File: config.mk
export PLATFORM = sky130hd
export DESIGN_NAME = div_m_gen
export DESIGN_NICKNAME = d
export VERILOG_FILES = /design/src/rtl/fmdll_pkg.sv /design/src/rtl/fmdll_sync2.sv /design/src/rtl/div_m_gen.sv
export SDC_FILE = /design/constraint.sdc
export NUM_CORES = 1
export LEC_CHECK = 0
export CORE_AREA = 2 2 43 45
export DETAILED_ROUTE_END_ITERATION = 10
export DIE_AREA = 0 0 45 47
export DONT_BUFFER_PORTS = 1
export PLACE_DENSITY_LB_ADDON = 0.05
export SLEW_MARGIN = 0
export SYNTH_ARGS = -nofsm -noshare
export SYNTH_HDL_FRONTEND = slang
export SYNTH_HIERARCHICAL = 1
export SYNTH_SLANG_ARGS = --single-unit
File: constraint.sdc
create_clock -name clk_ext -period 2.05 [get_ports clk_ext]
set_input_delay 0.41 -clock clk_ext [delete_from_list [all_inputs] [get_ports clk_ext]]
set_output_delay 0.41 -clock clk_ext [all_outputs]
set_load 0.02 [all_outputs]
File: src/rtl/fmdll_pkg.sv
// fmdll_pkg: ratio codes, FSM states and ratio helpers shared by the DIV_M generator
package fmdll_pkg;
  localparam logic [1:0] M_DIV4   = 2'd0;
  localparam logic [1:0] M_BYPASS = 2'd1;
  localparam logic [1:0] M_DIV2   = 2'd2;
  localparam logic [1:0] M_DIV3   = 2'd3;
  typedef enum logic [1:0] {IDLE, SETTLE, LOCKED} state_t;
  function automatic logic [2:0] m2n(input logic [1:0] m);
    return (m == M_DIV4) ? 3'd4 : (m == M_BYPASS) ? 3'd1 : {1'b0, m};
  endfunction
  function automatic logic [2:0] ceil_half(input logic [2:0] n);
    return (n + 3'd1) >> 1;
  endfunction
endpackage

File: src/rtl/fmdll_sync2.sv
// fmdll_sync2: multi-stage synchronizer for the 2-bit ratio code, resets to bypass
module fmdll_sync2
  import fmdll_pkg::*;
#(
  parameter int STAGES = 2
) (
  input  logic       i_clk,
  input  logic       i_rst_n,
  input  logic [1:0] i_d,
  output logic [1:0] o_q
);
  logic [STAGES-1:0][1:0] r_sync;
  // shift the raw code through STAGES flops
  always_ff @(posedge i_clk or negedge i_rst_n)
    if (!i_rst_n) r_sync <= {STAGES{M_BYPASS}};
    else          r_sync <= {r_sync[STAGES-2:0], i_d};
  assign o_q = r_sync[STAGES-1];
endmodule

File: src/rtl/div_m_gen.sv
// div_m_gen: programmable divide-by-M clock generator with glitch-free ratio switching.
// Optional build macro FMDLL_DIVM_CNT_EN adds the period_cnt output.
module div_m_gen
  import fmdll_pkg::*;
#(
  parameter int SYNC_STAGES    = 2,
  parameter int SETTLE_PERIODS = 4,
  parameter int SETTLE_W       = 3
) (
  input  logic       clk_ext,
  input  logic       rst_n,
  input  logic       en,
  input  logic [1:0] M,
  output logic       DIV_M,
  output logic [1:0] m_active,
  output logic       m_chg_pend,
  output logic       div_valid
`ifdef FMDLL_DIVM_CNT_EN
  ,
  output logic [7:0] period_cnt
`endif
);
  localparam logic [SETTLE_W-1:0] SETTLE_MAX  = SETTLE_W'(SETTLE_PERIODS);
  localparam logic [SETTLE_W-1:0] SETTLE_LAST = SETTLE_W'(SETTLE_PERIODS - 1);
  state_t              r_state;
  logic [1:0]          r_cnt;
  logic [SETTLE_W-1:0] r_settle;
  logic [1:0]          w_m_sync;
  logic [1:0]          w_cnt_inc;
  logic [2:0]          w_n;
  logic [2:0]          w_n_sync;
  logic                w_wrap;
  logic                w_restart;

  fmdll_sync2 #(.STAGES(SYNC_STAGES)) u_sync (
    .i_clk  (clk_ext),
    .i_rst_n(rst_n),
    .i_d    (M),
    .o_q    (w_m_sync)
  );

  assign w_n       = m2n(m_active);
  assign w_n_sync  = m2n(w_m_sync);
  assign w_cnt_inc = r_cnt + 2'd1;
  // bypass keeps cnt at 0 with N-1 == 0, so every edge is a wrap
  assign w_wrap    = ({1'b0, r_cnt} == w_n - 3'd1);
  // leaving IDLE and applying a new ratio both start a fresh period at cnt 0
  assign w_restart = (r_state == IDLE) || (w_wrap && (w_m_sync != m_active));

  // FSM, period counter, settle counter and all registered outputs
  always_ff @(posedge clk_ext or negedge rst_n)
    if (!rst_n) begin
      r_state    <= IDLE;
      r_cnt      <= '0;
      r_settle   <= '0;
      DIV_M      <= 1'b0;
      m_active   <= M_BYPASS;
      m_chg_pend <= 1'b0;
      div_valid  <= 1'b0;
    end else if (!en) begin
      r_state    <= IDLE;
      r_cnt      <= 2'(w_n_sync - 3'd1);
      r_settle   <= '0;
      DIV_M      <= 1'b0;
      m_active   <= w_m_sync;
      m_chg_pend <= 1'b0;
      div_valid  <= 1'b0;
    end else if (w_restart) begin
      r_state    <= SETTLE;
      r_cnt      <= '0;
      r_settle   <= '0;
      DIV_M      <= (w_n_sync != 3'd1);
      m_active   <= w_m_sync;
      m_chg_pend <= 1'b0;
      div_valid  <= 1'b0;
    end else begin
      m_chg_pend <= (w_m_sync != m_active);
      r_cnt      <= w_wrap ? 2'd0 : w_cnt_inc;
      DIV_M      <= w_wrap ? (w_n != 3'd1) : ({1'b0, w_cnt_inc} < ceil_half(w_n));
      if (w_wrap && r_state == SETTLE) begin
        r_settle  <= (r_settle == SETTLE_LAST) ? SETTLE_MAX : r_settle + SETTLE_W'(1);
        r_state   <= (r_settle == SETTLE_LAST) ? LOCKED : SETTLE;
        div_valid <= (r_settle == SETTLE_LAST);
      end
    end

`ifdef FMDLL_DIVM_CNT_EN
  logic [7:0] r_period;
  // completed periods since the current ratio started, free-running modulo 256
  always_ff @(posedge clk_ext or negedge rst_n)
    if (!rst_n)                r_period <= '0;
    else if (!en || w_restart) r_period <= '0;
    else if (w_wrap)           r_period <= r_period + 8'd1;
  assign period_cnt = r_period;
`endif
endmodule
After elaboration in Yosys (flattened, before gate mapping)
Cells that the tools add are included.
- bits in registers: 16
- output and inout bits: 5
- word-level logic and storage cells: 56
- bits of input ports: 5
- reductions and logical operators: 6
- add/sub/neg operators: 5
- order comparisons: 1
- mux-type cells: 25
- eq/ne operators: 10
- operator list (kind ; number):
    two-way mux 2 bit ; 11
    two-way mux 3 bit ; 6
    inequality test 3 x 1 -> 1 bit (second input constant) ; 3
    two-way mux 1 bit ; 8
    adder 3 x 1 -> 3 bit (second input constant) ; 2
    == test 2 x 1 -> 1 bit (second input constant) ; 3
    zero test 2 bit ; 3
    == test 2 x 3 -> 1 bit ; 1
    == test 3 x 2 -> 1 bit (second input constant) ; 1
    subtractor 3 x 1 -> 3 bit (second input constant) ; 1
    adder 2 x 1 -> 2 bit (second input constant) ; 1
    logical AND 1 bit ; 2
    less-than comparator 2 bit ; 1
    inequality test 2 x 1 -> 1 bit (second input constant) ; 1
    inequality test 2 bit ; 1
    subtractor 2 x 1 -> 2 bit (second input constant) ; 1
    logical OR 1 bit ; 1

Depth between registers and ports, before layout
- word-level depth: 9
- depth in mapped cells: 6
- depth with buffers taken out: 6

By module
The synthesis kept the hierarchy.
- by module, submodules not included (module ; cells an instance ; sequential area each (µm²) ; times used ; area each (µm²)):
    div_m_gen ; 75 ; 276.5 ; 1 ; 713.2
    fmdll_sync2 ; 6 ; 102.6 ; 1 ; 117.6

Least setup slack after synthesis
Ideal clock, no wire load.
- kind: reg2reg
- start point: register m_active[0]
- end point: register r_settle[0]
- library setup time: 80 ps
- data required time: 1970 ps
- buffers on the path: 0
- arrival: 2045 ps
- clock period less this slack: 2124 ps
- path slack: -74 ps
- stages on the path, launching flop included: 7
- path through: dfstp_2 inv_1 ha_1 xor2_1 o2111ai_2 or4_1 a21oi_1
- cells in the longest elaborated chain, start to end: 9
- elaborated cells between the ends (all ways): 13
- classes of those cells: 1 x add/sub; 4 x eq/ne; 4 x mux; 4 x reduce/logical
- ends and longest elaborated chain (item ; RTL line ; source):
    start: declaration ; div_m_gen.sv:15 ; output logic [1:0] m_active,
    start signal: assignment ; div_m_gen.sv:65 ; m_active <= w_m_sync;
    start signal: assignment ; div_m_gen.sv:73 ; m_active <= w_m_sync;
    == test 2 x 1 -> 1 bit ; fmdll_pkg.sv:9 ; return (m == M_DIV4) ? 3'd4 : (m == M_BYPASS) ? 3'd1 : {1'b0, m};
    two-way mux 2 bit ; fmdll_pkg.sv:9 ;
    two-way mux 3 bit ; fmdll_pkg.sv:9 ;
    subtractor 3 x 1 -> 3 bit ; div_m_gen.sv:46 ; assign w_wrap = ({1'b0, r_cnt} == w_n - 3'd1);
    == test 2 x 3 -> 1 bit ; div_m_gen.sv:46 ;
    logical AND 1 bit ; div_m_gen.sv:48 ; assign w_restart = (r_state == IDLE) || (w_wrap && (w_m_sync != m_active));
    logical OR 1 bit ; div_m_gen.sv:48 ;
    two-way mux 3 bit ; div_m_gen.sv:68 ; end else if (w_restart) begin
    two-way mux 3 bit ; div_m_gen.sv:60 ; end else if (!en) begin
    end signal: assignment ; div_m_gen.sv:81 ; r_settle <= (r_settle == SETTLE_LAST) ? SETTLE_MAX : r_settle + SETTLE_W'(1);
    end: declaration ; div_m_gen.sv:27 ; logic [SETTLE_W-1:0] r_settle;
Parallel ways exist; a longest one is shown, timed or not.
A chain may end at the register's enable or synchronous reset.

Worst setup path in the final report
Same ends and word-level chain as after synthesis.

==> metrics.log <==
[metrics] Final ANT Viol Nets: 0
[metrics] max-cap check violation count: 0
[metrics] min-delay worst type: input pin to flip-flop
[metrics] library cell with the highest instance count after synthesis: dfrtp_1
[metrics] met3 demand-to-capacity share in global routing: 0.0462
[metrics] classification of the worst setup path: flip-flop to flip-flop
[metrics] Placeable Area: 0.00165 sq mm
[metrics] Synth Area in XOR/XNOR: 0.0422
[metrics] global-route track usage on met2: 0.263
[metrics] Initial Utilization: 0.503
[metrics] length of the first detailed-routing pass in iterations: 6
[metrics] Net Count, Synth: 94
[metrics] dpl hpwl: 1170 um
[metrics] multiplexer fraction of the synthesized cell area: 0.0241
[metrics] met1 track utilization from global routing: 0.219
[metrics] DR vias: 611
[metrics] vertical die dimension: 47 um
[metrics] largest vdd supply drop: 0.451 mV
[metrics] Area growth, synth to finish: 16.7%
[metrics] clock network latency to the later pin of the worst-skew pair: 0.29 ns
[metrics] Final setup violation count: 0
[metrics] Filler Cell Count: 149
[metrics] DRC violation count after routing: 0
[metrics] CTS H-tree depth: 1
[metrics] Die Wd: 45 um
[metrics] transition time at the pin with the least slew margin: 0.656 ns
[metrics] library cells used by synthesis: 27
[metrics] number of antenna violations at the first check in global routing: 0
[metrics] layout cell share with drive strength beyond 1: 0.239
[metrics] startpoint class of the critical path: flip-flop
[metrics] Crit. End Element: flip-flop
[metrics] Worst R2R Setup Slack: 0.09 ns
[metrics] Slew HR: 0.562
[metrics] total grt overflow: 0
[metrics] dpl cells: 98
[metrics] Inserted Clock Buffers: 3
[metrics] vias in the first global route: 550
[metrics] cell types occupying the most area after synthesis: dfrtp_1 36%, ha_1 12%, dfstp_2 9.5%
[metrics] GRT busiest layer: met2
[metrics] share of synthesized cell area in full adder, half adder and majority cells: 0.120
[metrics] via density per instance: 5.82
[metrics] gpl congestion: 0.777
[metrics] leak pwr: 0.434 nW
[metrics] power per unit of standard cell area: 806 mW/mm^2
[metrics] Syn Area/Cell: 10.3 sq um
[metrics] combinational family with the most area after synthesis: compound AO/OA/AOI/OAI gates
[metrics] pin count of the biggest net entering global routing: 16
[metrics] area leader, netlist: dfrtp_1
[metrics] slowest CP cell: dfstp_2
[metrics] global-route wire length before repair: 2460 um
[metrics] clock-pin slew reported for the worst setup and hold paths after clock tree synthesis: 0.09 ns
[metrics] fraction of post-synthesis cell area in the top cell type by area: 0.361
[metrics] FP Rows: 15
[metrics] stage delay of the slowest cell on the critical path: 0.55 ns
[metrics] most frequently used flop master after synthesis: dfrtp_1
[metrics] clock root buffer: clkbuf_4
[metrics] part of the Yosys area used for sequential elements: 0.456
[metrics] non-filler cells, final: 105
[metrics] Worst Path Required: 2.27 ns
[metrics] result of the run: finished, final reports clean
[metrics] list of most frequent post-synthesis cells: 12 x dfrtp_1, 8 x ha_1, 7 x inv_1, 7 x nor2_1, 5 x o21ai_0
[metrics] number of antenna cells inserted: 0
[metrics] number of warnings issued by yosys: 6
[metrics] Fmax: 0.510 GHz
[metrics] max-slew violation total from the final report: 0
[metrics] io pins: 10
[metrics] number of synthesized flops with an enable pin: 0
[metrics] Fin. Hold Viols: 0
[metrics] clock tree sinks: 15
[metrics] post-route standard cell area excluding fillers: 970 sq um
[metrics] Iter 0 DRT Violations: 11
[metrics] final period utilization: 0.956
[metrics] Post-Syn Area: 831 sq um
[metrics] flop and latch count out of synthesis: 15
[metrics] per-cell routed wire length: 15.7 um
[metrics] area fraction in and, or, nand and nor cells after synthesis: 0.133
[metrics] Nets: 102
[metrics] compound-cell area share of the yosys netlist: 0.166
[metrics] TritonCTS clock tree: yes
[metrics] total routing usage reported by global routing: 0.170
[metrics] maximum buffer depth of the clock tree: 2
[metrics] count of input and output buffers: 0
[metrics] final critical delay including setup and external delays: 1.96 ns
[metrics] number of instances in the synthesized netlist: 81
[metrics] Die Outline Area: 0.00212 sq mm
[metrics] drt total wl: 1650 um
[metrics] cell-by-cell listing of the critical path: inv_2 -> ha_4 -> xor2_4 -> o2111ai_4 -> or4_1 -> a21oi_1
[metrics] Clock Skew: 0.00847 ns
[metrics] standard cell area after detailed placement: 891 sq um
[metrics] largest fanout on the critical path: 5
[metrics] fraction of synthesis flops using an asynchronous set or reset pin: 1.00
[metrics] CP arrival: 2.18 ns
==> kinds of logic after synthesis <==
group	count (synthesis)
AO/OA/AOI/OAI	19
XOR/XNOR	4
adder cells (fa/ha/maj)	8
buffers and inverters	11
flip-flops	15
multiplexers	2
AND/OR/NAND/NOR	22
==> state kept, by name (all words and copies together), names as in the netlist <==
signal         count
m_chg_pend         1
r_state            2
r_cnt              2
r_settle           3
u_sync/r_sync      2
DIV_M              1
m_active           2
u_sync/o_q         2
==> per-stage QoR <==
step	power [mW]	TNS, ns	setup WS, ns	utilization	hold WS [ns]
detailed placement	0.564	0	0.0511	0.539	0.115
floorplan	0.514	0	0.0327	-	0.114
finish	0.781	0	0.0910	0.587	0.117
global route	0.832	-0.0467	-0.0282	0.587	0.0914
CTS	0.742	0	0.0313	0.562	0.107
global placement	0.558	0	0.0866	0.539	0.115
==> final cells by class <==
cell class	count	area [sq um]	share of cell area
clock buffer	3	22.5	0.0232
clock inverter	1	5.00	0.00516
inverter	7	26.3	0.0271
multi-input combinational	56	468	0.483
sequential	15	379	0.391
tap	17	21.3	0.0219
timing repair buffer	6	47.5	0.0490
==> worst paths after layout <==
check,from,end,cells after the start
worst max-delay path,m_active[0],r_settle[0],6
worst min-delay path,M[0],u_sync/r_sync[0],0
worst max register to register,m_active[0],r_settle[0],6
worst min register to register,u_sync/r_sync[1],u_sync/o_q[1],0
max in group asynchronous,rst_n,m_active[1],1
min in group asynchronous,rst_n,DIV_M,1
==> placed cells by master (no fill, tap or decap), drive strengths merged <==
cell type,synthesis,routed
nor2,7,7
o2111ai,1,2
a31oi,4,4
ha,8,8
dlygate4sd3,0,1
buf,2,5
clkinv,0,1
nor2b,2,2
dfrtp,12,12
or3,3,3
inv,7,7
a211oi,1,1
nand3,1,1
nand2,4,4
o2111a,1,1
a21oi,3,3
o21ai,5,5
o221ai,1,1
o211a,1,1
dfstp,3,3
clkbuf,2,3
or4,1,1
o31ai,1,1
o22ai,1,1
nand2b,3,3
xor2,4,4
mux2i,2,2
nor3,1,1
==> metal layers <==
layer | part of all wire | wire length [um]
met1 | 0.45 | 743
met2 | 0.49 | 810
met3 | 0.042 | 69
met4 | 0.015 | 25
met5 | 0 | 0
==> where the power goes <==
part | switching [mW] | internal [mW]
registers | 0.0294 | 0.322
logic | 0.146 | 0.114
clock network | 0.0967 | 0.0725
total | 0.273 | 0.509
==> worst max-delay path: cells and delay by family, from the launching register on <==
kind | cells | cell delay, ns
flip-flops | 1 | 0.55
adder cells (fa/ha/maj) | 1 | 0.29
AO/OA/AOI/OAI | 2 | 0.32
buffers and inverters | 1 | 0.05
XOR/XNOR | 1 | 0.19
AND/OR/NAND/NOR | 1 | 0.50
==> repair_timing <==
| item | CTS | global route |
|---|---|---|
| endpoints found under the hold margin | 15 | 0 |
| setup buffers | 0 | 1 |
| hold buffers | 1 | 0 |
| endpoints found under the setup margin | 0 | 7 |
| resized for setup | 0 | 3 |
(Power assumes the default switching activity.)
